===== src/rtl/mcu_ctrl_pkg.sv =====
// Shared decode definitions for the flow MCU ID stage: opcodes, ALU codes,
// immediate formats and the control bundle carried into EX.
package mcu_ctrl_pkg;

    localparam logic [6:0] OP_R      = 7'b0110011;
    localparam logic [6:0] OP_IMM    = 7'b0010011;
    localparam logic [6:0] OP_LOAD   = 7'b0000011;
    localparam logic [6:0] OP_STORE  = 7'b0100011;
    localparam logic [6:0] OP_BRANCH = 7'b1100011;
    localparam logic [6:0] OP_LUI    = 7'b0110111;
    localparam logic [6:0] OP_JAL    = 7'b1101111;

    // Low 3 bits match the legacy 3-bit encoding for the original ops.
    localparam logic [3:0] ALU_SLL   = 4'b0000;
    localparam logic [3:0] ALU_ADD   = 4'b0010;
    localparam logic [3:0] ALU_SUB   = 4'b0110;
    localparam logic [3:0] ALU_AND   = 4'b0011;
    localparam logic [3:0] ALU_OR    = 4'b0100;
    localparam logic [3:0] ALU_XOR   = 4'b0101;
    localparam logic [3:0] ALU_SLT   = 4'b0111;
    localparam logic [3:0] ALU_SRL   = 4'b1000;
    localparam logic [3:0] ALU_SRA   = 4'b1001;
    localparam logic [3:0] ALU_SLTU  = 4'b1010;
    localparam logic [3:0] ALU_PASSB = 4'b1011;

    typedef enum logic [2:0] {
        IMM_I,
        IMM_S,
        IMM_B,
        IMM_U,
        IMM_J
    } imm_fmt_e;

    typedef struct packed {
        logic [3:0] alu_ctrl;
        logic       mem_read;
        logic       mem_write;
        logic       mem_to_reg;
        logic       reg_write;
        logic       alu_src;
        logic       branch;
        logic       jump;
        logic       illegal;
    } ctrl_t;

    // SUB exists only for register-register ops; SRA/SRAI both use instr[30].
    function automatic logic [3:0] alu_op(input logic [2:0] funct3,
                                          input logic       alt,
                                          input logic       is_reg);
        logic [3:0] op;
        case (funct3)
            3'b000:  op = (is_reg && alt) ? ALU_SUB : ALU_ADD;
            3'b001:  op = ALU_SLL;
            3'b010:  op = ALU_SLT;
            3'b011:  op = ALU_SLTU;
            3'b100:  op = ALU_XOR;
            3'b101:  op = alt ? ALU_SRA : ALU_SRL;
            3'b110:  op = ALU_OR;
            default: op = ALU_AND;
        endcase
        return op;
    endfunction

endpackage


===== src/rtl/id_decode.sv =====
// Combinational RV32I-subset decoder: instruction -> control bundle,
// sign-extended immediate and which source registers are really read.
module id_decode
    import mcu_ctrl_pkg::*;
#(
    parameter int XLEN = 32
) (
    input  logic [31:0]     instr_i,
    output ctrl_t           ctrl_o,
    output logic [XLEN-1:0] imm_o,
    output logic            rs1_used_o,
    output logic            rs2_used_o
);

    logic [6:0]  opcode;
    logic [2:0]  funct3;
    imm_fmt_e    fmt;
    logic [31:0] imm32;

    assign opcode = instr_i[6:0];
    assign funct3 = instr_i[14:12];

    // NOTE: every output gets a default first so no path through the case can infer a latch.
    always_comb begin
        ctrl_o     = '0;
        fmt        = IMM_I;
        rs1_used_o = 1'b0;
        rs2_used_o = 1'b0;
        case (opcode)
            OP_R: begin
                ctrl_o.alu_ctrl  = alu_op(funct3, instr_i[30], 1'b1);
                ctrl_o.reg_write = 1'b1;
                rs1_used_o       = 1'b1;
                rs2_used_o       = 1'b1;
            end
            OP_IMM: begin
                ctrl_o.alu_ctrl  = alu_op(funct3, instr_i[30], 1'b0);
                ctrl_o.reg_write = 1'b1;
                ctrl_o.alu_src   = 1'b1;
                rs1_used_o       = 1'b1;
            end
            OP_LOAD: begin
                if (funct3 == 3'b010) begin
                    ctrl_o.alu_ctrl   = ALU_ADD;
                    ctrl_o.mem_read   = 1'b1;
                    ctrl_o.mem_to_reg = 1'b1;
                    ctrl_o.reg_write  = 1'b1;
                    ctrl_o.alu_src    = 1'b1;
                    rs1_used_o        = 1'b1;
                end else begin
                    ctrl_o.illegal = 1'b1;
                end
            end
            OP_STORE: begin
                fmt = IMM_S;
                if (funct3 == 3'b010) begin
                    ctrl_o.alu_ctrl  = ALU_ADD;
                    ctrl_o.mem_write = 1'b1;
                    ctrl_o.alu_src   = 1'b1;
                    rs1_used_o       = 1'b1;
                    rs2_used_o       = 1'b1;
                end else begin
                    ctrl_o.illegal = 1'b1;
                end
            end
            OP_BRANCH: begin
                fmt = IMM_B;
                if (funct3[2:1] == 2'b00) begin
                    ctrl_o.alu_ctrl = ALU_SUB;
                    ctrl_o.branch   = 1'b1;
                    rs1_used_o      = 1'b1;
                    rs2_used_o      = 1'b1;
                end else begin
                    ctrl_o.illegal = 1'b1;
                end
            end
            OP_LUI: begin
                fmt              = IMM_U;
                ctrl_o.alu_ctrl  = ALU_PASSB;
                ctrl_o.alu_src   = 1'b1;
                ctrl_o.reg_write = 1'b1;
            end
            OP_JAL: begin
                fmt              = IMM_J;
                ctrl_o.alu_ctrl  = ALU_ADD;
                ctrl_o.jump      = 1'b1;
                ctrl_o.reg_write = 1'b1;
            end
            default: ctrl_o.illegal = 1'b1;
        endcase
    end

    always_comb begin
        case (fmt)
            IMM_S:   imm32 = {{20{instr_i[31]}}, instr_i[31:25], instr_i[11:7]};
            IMM_B:   imm32 = {{19{instr_i[31]}}, instr_i[31], instr_i[7],
                              instr_i[30:25], instr_i[11:8], 1'b0};
            IMM_U:   imm32 = {instr_i[31:12], 12'b0};
            IMM_J:   imm32 = {{11{instr_i[31]}}, instr_i[31], instr_i[19:12],
                              instr_i[20], instr_i[30:21], 1'b0};
            default: imm32 = {{20{instr_i[31]}}, instr_i[31:20]};
        endcase
    end

    // Signed cast widens from bit 31, covering both XLEN=32 and XLEN=64.
    assign imm_o = XLEN'($signed(imm32));

endmodule


===== src/rtl/id_ex_ctrl_pipe.sv =====
// ID decode plus ID/EX register with load-use stall, backpressure and flush.
// Optional stall/flush counters are built when ID_EX_CTRL_PERF_EN is defined.
module id_ex_ctrl_pipe
    import mcu_ctrl_pkg::*;
#(
    parameter int XLEN       = 32,
    parameter int ALU_CTRL_W = 4,
    parameter int REG_AW     = 5,
    parameter int CNT_W      = 16
) (
    input  logic                  clk,
    input  logic                  rst,
    input  logic                  id_valid,
    input  logic [31:0]           id_instr,
    input  logic                  ex_ready,
    input  logic                  flush,
    output logic                  stall_o,
    output logic                  ex_valid,
    output logic [ALU_CTRL_W-1:0] ex_alu_ctrl,
    output logic                  ex_mem_read,
    output logic                  ex_mem_write,
    output logic                  ex_mem_to_reg,
    output logic                  ex_reg_write,
    output logic                  ex_alu_src,
    output logic                  ex_branch,
    output logic                  ex_jump,
    output logic [REG_AW-1:0]     ex_rs1,
    output logic [REG_AW-1:0]     ex_rs2,
    output logic [REG_AW-1:0]     ex_rd,
    output logic [XLEN-1:0]       ex_imm,
    output logic                  ex_illegal,
    output logic                  err_sticky
`ifdef ID_EX_CTRL_PERF_EN
    ,
    output logic [CNT_W-1:0]      perf_stall_cnt,
    output logic [CNT_W-1:0]      perf_flush_cnt
`endif
);

    ctrl_t             dec_ctrl;
    logic [XLEN-1:0]   dec_imm;
    logic              rs1_used, rs2_used;
    logic [REG_AW-1:0] id_rs1, id_rs2, id_rd;
    logic              load_use;

    ctrl_t             ex_ctrl_q, ex_ctrl_d;
    logic              ex_valid_q, ex_valid_d;
    logic [REG_AW-1:0] ex_rs1_q, ex_rs1_d, ex_rs2_q, ex_rs2_d, ex_rd_q, ex_rd_d;
    logic [XLEN-1:0]   ex_imm_q, ex_imm_d;
    logic              err_q, err_d;

    id_decode #(.XLEN(XLEN)) u_decode (
        .instr_i    (id_instr),
        .ctrl_o     (dec_ctrl),
        .imm_o      (dec_imm),
        .rs1_used_o (rs1_used),
        .rs2_used_o (rs2_used)
    );

    assign id_rs1 = REG_AW'(id_instr[19:15]);
    assign id_rs2 = REG_AW'(id_instr[24:20]);
    assign id_rd  = REG_AW'(id_instr[11:7]);

    assign load_use = ex_valid_q && ex_ctrl_q.mem_read && (ex_rd_q != '0) && id_valid &&
                      ((rs1_used && (id_rs1 == ex_rd_q)) || (rs2_used && (id_rs2 == ex_rd_q)));

    assign stall_o = !rst && !flush && (!ex_ready || load_use);

    always_comb begin
        ex_valid_d = ex_valid_q;
        ex_ctrl_d  = ex_ctrl_q;
        ex_rs1_d   = ex_rs1_q;
        ex_rs2_d   = ex_rs2_q;
        ex_rd_d    = ex_rd_q;
        ex_imm_d   = ex_imm_q;
        err_d      = err_q;
        if (flush) begin
            ex_valid_d = 1'b0;
            ex_ctrl_d  = '0;
        end else if (ex_ready) begin
            if (load_use) begin
                ex_valid_d = 1'b0;
                ex_ctrl_d  = '0;
            end else begin
                // Invalid slots enter EX as bubbles so no enable leaks through.
                ex_valid_d = id_valid;
                ex_ctrl_d  = id_valid ? dec_ctrl : '0;
                ex_rs1_d   = id_rs1;
                ex_rs2_d   = id_rs2;
                ex_rd_d    = id_rd;
                ex_imm_d   = dec_imm;
                err_d      = err_q || (id_valid && dec_ctrl.illegal);
            end
        end
    end

    // NOTE: state registers use non-blocking assignments so every flop samples pre-edge values.
    always_ff @(posedge clk or posedge rst) begin
        if (rst) begin
            ex_valid_q <= 1'b0;
            ex_ctrl_q  <= '0;
            ex_rs1_q   <= '0;
            ex_rs2_q   <= '0;
            ex_rd_q    <= '0;
            ex_imm_q   <= '0;
            err_q      <= 1'b0;
        end else begin
            ex_valid_q <= ex_valid_d;
            ex_ctrl_q  <= ex_ctrl_d;
            ex_rs1_q   <= ex_rs1_d;
            ex_rs2_q   <= ex_rs2_d;
            ex_rd_q    <= ex_rd_d;
            ex_imm_q   <= ex_imm_d;
            err_q      <= err_d;
        end
    end

    assign ex_valid      = ex_valid_q;
    assign ex_alu_ctrl   = ALU_CTRL_W'(ex_ctrl_q.alu_ctrl);
    assign ex_mem_read   = ex_ctrl_q.mem_read;
    assign ex_mem_write  = ex_ctrl_q.mem_write;
    assign ex_mem_to_reg = ex_ctrl_q.mem_to_reg;
    assign ex_reg_write  = ex_ctrl_q.reg_write;
    assign ex_alu_src    = ex_ctrl_q.alu_src;
    assign ex_branch     = ex_ctrl_q.branch;
    assign ex_jump       = ex_ctrl_q.jump;
    assign ex_illegal    = ex_ctrl_q.illegal;
    assign ex_rs1        = ex_rs1_q;
    assign ex_rs2        = ex_rs2_q;
    assign ex_rd         = ex_rd_q;
    assign ex_imm        = ex_imm_q;
    assign err_sticky    = err_q;

`ifdef ID_EX_CTRL_PERF_EN
    logic [CNT_W-1:0] stall_cnt_q, stall_cnt_d, flush_cnt_q, flush_cnt_d;

    // Saturating counters: hold at all-ones instead of wrapping.
    always_comb begin
        stall_cnt_d = stall_cnt_q;
        flush_cnt_d = flush_cnt_q;
        if (stall_o && (stall_cnt_q != '1)) stall_cnt_d = stall_cnt_q + 1'b1;
        if (flush && (flush_cnt_q != '1))   flush_cnt_d = flush_cnt_q + 1'b1;
    end

    always_ff @(posedge clk or posedge rst) begin
        if (rst) begin
            stall_cnt_q <= '0;
            flush_cnt_q <= '0;
        end else begin
            stall_cnt_q <= stall_cnt_d;
            flush_cnt_q <= flush_cnt_d;
        end
    end

    assign perf_stall_cnt = stall_cnt_q;
    assign perf_flush_cnt = flush_cnt_q;
`endif

endmodule


===== config.mk =====
export PLATFORM = sky130hd
export DESIGN_NAME = id_ex_ctrl_pipe
export DESIGN_NICKNAME = d
export VERILOG_FILES = /design/src/rtl/mcu_ctrl_pkg.sv /design/src/rtl/id_decode.sv /design/src/rtl/id_ex_ctrl_pipe.sv
export SDC_FILE = /design/constraint.sdc
export NUM_CORES = 1
export LEC_CHECK = 0
export ABC_CLOCK_PERIOD_IN_PS = 4290
export BUFFER_PORTS_ARGS = -buffer_cell sky130_fd_sc_hd__buf_2
export CAP_MARGIN = 15
export CORE_UTILIZATION = 45
export CTS_BUF_LIST = sky130_fd_sc_hd__clkbuf_4 sky130_fd_sc_hd__clkbuf_8 sky130_fd_sc_hd__clkbuf_16
export DETAILED_ROUTE_END_ITERATION = 7
export GPL_ROUTABILITY_DRIVEN = 0
export HOLD_SLACK_MARGIN = 0.06
export MAX_ROUTING_LAYER = met4
export PLACE_DENSITY = 0.71
export SLEW_MARGIN = 10
export SYNTH_ARGS = -nofsm -noshare
export SYNTH_HDL_FRONTEND = slang
export SYNTH_SLANG_ARGS = --single-unit

===== constraint.sdc =====
create_clock -name clk -period 4.29 [get_ports clk]
set_input_delay 0.2145 -clock clk [delete_from_list [all_inputs] [get_ports clk]]
set_output_delay 0.2145 -clock clk [all_outputs]
set_load 0.1 [all_outputs]

==> flow_metrics.tcl, run 1 <==
set metrics [dict create \
    status "finished, final reports clean" \
    critPathTopFamily "simple AND/OR/NAND/NOR gates" \
    fin_setup_tns_ns 0 \
    slew_headroom 0.424 \
    fin_nets 426 \
    root_buffer "clkbuf_8" \
    synthCells 295 \
    path_class "reg2reg" \
    leakage_nw 1.90 \
    required_ns 4.51 \
    grt_pass1_vias 2403 \
    crit_path_max_fanout 19 \
    finalSetupViolations 0 \
    layout_min_cycle_time_ns 2.92 \
    start_kind "flip-flop" \
    avgSynthCellArea_sq_um 10.9 \
    io_buffers 98 \
    insertion_delay_ns 0.33 \
    drt-vias-per-instance 5.25 \
    drive_above_1_share 0.399 \
    cp_data_arrival_time_ns 3.14 \
    rows 30 \
    postSynth.asyncResetShare 1.00 \
    antenna_found_initial 0 \
    hold_slack_ns 0.102 \
    ctsResizeCount 0 \
    area.sequential_sq_um 1500 \
    numCtsBuffers 9 \
    cts.sinks 60 \
    grt_max_degree 61 \
    dr_wl_met2_microns 3430 \
    first_pass_iters 5 \
    total_power_w 0.00198 \
    tightest_slew_ns 0.862 \
    slew_violations 0 \
    syn-num-nets 332 \
    path_cells "or4_1 -> o2111ai_2 -> nor4b_1 -> o21ai_1 -> and3b_2 -> buf_4 -> mux2_4" \
    dieArea_sq_um 7500 \
    routed_wl_microns 7560 \
    top_layer_used "met4" \
    grt-ovfl-total 0 \
    wire_per_inst_microns 15.5 \
    cts_htree_levels 3 \
    multi_input_area_sq_um 1490 \
    ys_types 49 \
    yosysWarnings 0 \
    endpoint_kind "flip-flop" \
    synth_edf_count 0 \
    die_x_microns 86.6 \
    clock_skew_ns 0.00614 \
    wl_met3_microns 374 \
    crit_slowest_cell "or4_1" \
    cts_tree "done" \
    max_clock_freq_ghz 0.342 \
    ant_nets 0 \
    antennaDiodeCount 0 \
    maxCapViolations 0 \
    num_vias 2567 \
    fillers 620 \
    cts_post_setup_buffers_inserted 0 \
    start_util 0.469 \
    power_density_nw_per_um2 505 \
    ys_ff_latch 60 \
    cpPeakStageDelay_ns 0.57 \
    ir_worst_vdd_uv 318 \
    hold_viol 0 \
    place_ws_ns 1.40 \
    hp-class "in2async" \
    final_util 0.570 \
    clockBufferDepth 2 \
    synthFlopType "dfrtp_1" \
    core_region_area_sq_um 6870 \
    ys_seq_area_frac 0.466 \
    synth_area_sq_um 3220 \
    grt_use_total 0.221 \
    fin_ws_ns 1.37 \
    grt_pass1_wl_microns 12200 \
    drtIter0Drc 188 \
    path_buf_inv 1 \
    pin_count 99 \
    cts.clk_slew.worst_paths_ns 0.07 \
    met1_length_microns 3690 \
    dp_hpwl_microns 5450 \
    area_growth_pct 21.6 \
    rsz0062_at_grt "no" \
    die_h_microns 86.6 \
    hold_buffers 0 \
    fin_crit_sh 0.682 \
    drc 0 \
]
-- metal layers --
metal	GRT usage	vias to the layer above
li1	-	1224
met1	0.310	1260
met2	0.322	76
met3	0.0543	7
met4	0.0591	0
met5	-	-
-- where the power goes --
part / total [W] / internal (W) / leakage (nW) / switching, W
sequential: 0.000679 / 0.000634 / 0.724 / 0.0000450
combinational: 0.000803 / 0.000154 / 1.08 / 0.000650
clock: 0.000496 / 0.000277 / 0.0979 / 0.000218
total: 0.00198 / 0.00107 / 1.90 / 0.000913
-- worst reg2reg max path: cells and delay by family (launching register included) --
kind,cells,cell delay (ns)
AOI/OAI and AO/OA,2,0.39
DFF,1,0.45
and+or+nand+nor,3,1.24
muxes,1,0.34
buffers and inverters,1,0.39
-- final cells by class --
type,instances,area share
flip-flops and latches,60,0.383
repair buffers,103,0.135
well taps,96,0.0307
multi-input cells,191,0.380
inverters,24,0.0230
clock inverters,5,0.0134
clock buffers,10,0.0351
-- cell families after synthesis --
kind of cell           after synthesis  synth area share
XOR/XNOR                            11            0.0299
multiplexers                        49             0.185
AND/OR/NAND/NOR                     70             0.125
AO/OA/AOI/OAI                       61             0.120
flip-flops                          60             0.466
buffers and inverters               44            0.0738
-- synth_stat cells, types with 4 or more instances --
library cell	number	area share
nor4_1	4	0.0078
nor2b_1	9	0.017
nand3_1	7	0.011
dfrtp_1	60	0.47
buf_2	4	0.0062
mux2_4	18	0.084
mux2i_1	20	0.062
nand2b_1	4	0.0078
o21ai_0	15	0.023
nand2_1	19	0.022
xnor2_1	8	0.022
buf_6	4	0.014
clkbuf_1	6	0.0070
nor2_1	8	0.0093
a21oi_1	22	0.034
nor3_1	6	0.0093
mux2_2	11	0.038
inv_1	24	0.028
-- layout by cell type, fill, tap and decap left out, drive strengths merged, types with 2 or more instances in the layout --
cell,count
mux2i,20
nand2b,4
inv,24
or4,2
a32o,3
dfrtp,60
nand3,7
or2,2
o21bai,3
xor2,3
nor4,4
clkbuf,10
a21oi,22
clkinv,3
nor3,6
nor2b,9
o21ai,16
buf,103
nor2,8
xnor2,8
o32ai,2
o31ai,3
nand2,20
a22o,3
mux2,29
-- stage by stage --
| step | cells | cell area [sq um] |
|---|---|---|
| 2_1_floorplan | 295 | 3220 |
| 3_3_place_gp | 474 | 3730 |
| 3_5_place_dp | 474 | 3730 |
| 4_1_cts | 489 | 3920 |
| 5_1_grt | 489 | 3920 |
| 6_report | 489 | 3920 |
-- state kept, by name, indices dropped and copies added (netlist names), 4 cells and up --
signal	count
ex_rd	5
ex_imm	32
ex_rs2	5
ex_rs1	5
ex_alu_ctrl	4
-- worst paths after layout --
check                                 start         end  slack (ns)  cells past startpoint
worst max-delay path               ex_rd[1]   ex_rs2[0]        1.37                      7
worst min-delay path                    rst  ex_imm[18]        0.10                      3
worst max register to register     ex_rd[1]   ex_rs2[0]        1.37                      7
worst min register to register   err_sticky  err_sticky        0.48                      1
max in group asynchronous               rst   ex_imm[7]        3.71                      3
min in group clk                id_instr[8]    ex_rd[1]        0.14                      2
No activity file was read; power rests on OpenSTA's default activity.
==> run 2, diff against run 1 <==
--- a/config.mk
+++ b/config.mk
@@ -5,7 +5,7 @@
 export SDC_FILE = /design/constraint.sdc
 export NUM_CORES = 1
 export LEC_CHECK = 0
-export ABC_CLOCK_PERIOD_IN_PS = 4290
+export ABC_CLOCK_PERIOD_IN_PS = 2480
 export BUFFER_PORTS_ARGS = -buffer_cell sky130_fd_sc_hd__buf_2
 export CAP_MARGIN = 15
 export CORE_UTILIZATION = 45
@@ -14,7 +14,7 @@
 export GPL_ROUTABILITY_DRIVEN = 0
 export HOLD_SLACK_MARGIN = 0.06
 export MAX_ROUTING_LAYER = met4
-export PLACE_DENSITY = 0.71
+export PLACE_DENSITY = 0.74
 export SLEW_MARGIN = 10
 export SYNTH_ARGS = -nofsm -noshare
 export SYNTH_HDL_FRONTEND = slang
==> constraint.sdc (replaced) <==
create_clock -name clk -period 2.48 [get_ports clk]
set_input_delay 0.124 -clock clk [delete_from_list [all_inputs] [get_ports clk]]
set_output_delay 0.124 -clock clk [all_outputs]
set_load 0.1 [all_outputs]
==> flow_metrics.tcl, run 2 (synthesized netlist as in run 1, its figures left out) <==
set metrics [dict create \
    maxCapViolations 0 \
    path_buf_inv 3 \
    path_class "reg2reg" \
    drc 0 \
    fin_nets 456 \
    slew_headroom 0.454 \
    antennaDiodeCount 0 \
    seq_power_share 0.317 \
    die_h_microns 86.6 \
    grt_pass1_vias 2587 \
    required_ns 2.72 \
    p_int_w 0.00207 \
    slew_violations 0 \
    r2r_slack_ns 0.01 \
    p_sw_w 0.00164 \
    power_density_nw_per_um2 842 \
    drt-vias-per-instance 5.28 \
    grt-ovfl-total 0 \
    dp_cells 481 \
    final_common_cell "buf_2" \
    hold_viol 0 \
    critPathTopFamily "simple AND/OR/NAND/NOR gates" \
    insertion_delay_ns 0.35 \
    start_util 0.469 \
    fin_crit_sh 0.995 \
    fin_setup_tns_ns 0 \
    finalSetupViolations 0 \
    reg2regPathDepth 9 \
    dieArea_sq_um 7500 \
    worst-path-stages 9 \
    first_pass_iters 4 \
    crit_path_max_fanout 8 \
    layout_min_cycle_time_ns 2.47 \
    tightest_slew_ns 0.816 \
    core_region_area_sq_um 6870 \
    final_cell_mix "buf_2, dfrtp_1, inv_1" \
    clockBufferDepth 2 \
    hp-class "in2reg" \
    clock_skew_ns 0.00764 \
    crit_end "ex_alu_src" \
    timing.rr.end "ex_alu_src" \
    final_cells 520 \
    dp_hpwl_microns 5710 \
    io_buffers 98 \
    swShare 0.442 \
    grt_max_degree 32 \
    numCtsBuffers 9 \
    cts.sinks 60 \
    path_cells "buf_4 -> xnor2_1 -> nand3_1 -> or2_4 -> o311ai_4 -> and3b_2 -> clkbuf_16 -> clkbuf_4 -> a32o_1" \
    crit_slowest_cell "dfrtp_2" \
    root_buffer "clkbuf_8" \
    ir_worst_vdd_uv 725 \
    cts_htree_levels 3 \
    cts_tree "done" \
    comb_power_share 0.402 \
    ant_nets 0 \
    leakage_nw 2.12 \
    drtIter0Drc 189 \
    cpPeakStageDelay_ns 0.41 \
    die_x_microns 86.6 \
    drive_above_1_share 0.453 \
    largest_reg_flops 32 \
    antenna_found_initial 0 \
    pin_count 99 \
    status "finished, final reports clean" \
    grt_use_total 0.239 \
    cts.clk_slew.worst_paths_ns 0.07 \
    wire_per_inst_microns 16.8 \
    start_kind "flip-flop" \
    grt_pass1_wl_microns 13100 \
    worstReg2RegStart "ex_rd[3]" \
    routed_wl_microns 8740 \
    critPathLaunch "ex_rd[3]" \
    endpoint_kind "flip-flop" \
    clkPwrFrac 0.281 \
    cp_data_arrival_time_ns 2.71 \
    max_clock_freq_ghz 0.405 \
    area_growth_pct 36.8 \
    num_vias 2747 \
    rows 30 \
]
-- run 2: what timing repair did --
item                                    in CTS  in global routing
hold endpoints to repair                    38                  1
gates resized for setup                      0                 13
hold buffers                                10                  1
buffers inserted                             0                 10
endpoints found under the setup margin       0                 26
-- run 2: metrics by stage --
| stage | utilization | hold WS, ns | total power, W | setup slack, ns | area [sq um] |
|---|---|---|---|---|---|
| CTS | 0.609 | 0.0603 | 0.00367 | 0.0442 | 4180 |
| detailed placement | 0.560 | 0.294 | 0.00261 | 0.0814 | 3850 |
| floorplan | - | 0.272 | 0.00236 | -0.0505 | 3250 |
| global placement | 0.560 | 0.290 | 0.00260 | 0.148 | 3850 |
| finish | 0.641 | 0.0706 | 0.00371 | 0.0122 | 4410 |
| global route | 0.641 | 0.0713 | 0.00384 | -0.0758 | 4410 |
-- run 2: final cells by class --
cell class	count	area, sq um
fill	547	2460
multi-input combinational	191	1570
sequential	60	1510
timing repair buffer	133	883
clock buffer	12	165
tap	96	120
inverter	24	90.1
clock inverter	4	70.1
-- run 2: per-layer routing --
layer  GRT usage  up-vias  part of all wire
met1       0.321     1354              0.46
met2       0.359      102              0.48
li1            -     1282                 -
met5           -        -                 0
met3      0.0714        9             0.057
met4      0.0545        0            0.0084
-- run 2: worst min-delay path by stage --
stage          cells after the start    startpoint  slack (ns)         end
2_1_floorplan                      1   id_instr[7]        0.27    ex_rd[0]
3_3_place_gp                       2           rst        0.29  ex_imm[21]
3_5_place_dp                       2           rst        0.29   ex_rs2[1]
4_1_cts                            2  id_instr[17]        0.06   ex_rs1[2]
5_1_grt                            2  id_instr[22]        0.07   ex_rs2[2]
6_report                           2  id_instr[17]        0.07   ex_rs1[2]
-- run 2: power groups by stage --
stage / Combinational [W] / Clock, W / Sequential [W]
after floorplan: 0.000296 / 0 / 0.00206
final: 0.00149 / 0.00104 / 0.00118
after detailed placement: 0.00142 / 0 / 0.00119
after CTS: 0.00144 / 0.00106 / 0.00117
after global routing: 0.00155 / 0.00111 / 0.00119
after global placement: 0.00141 / 0 / 0.00119
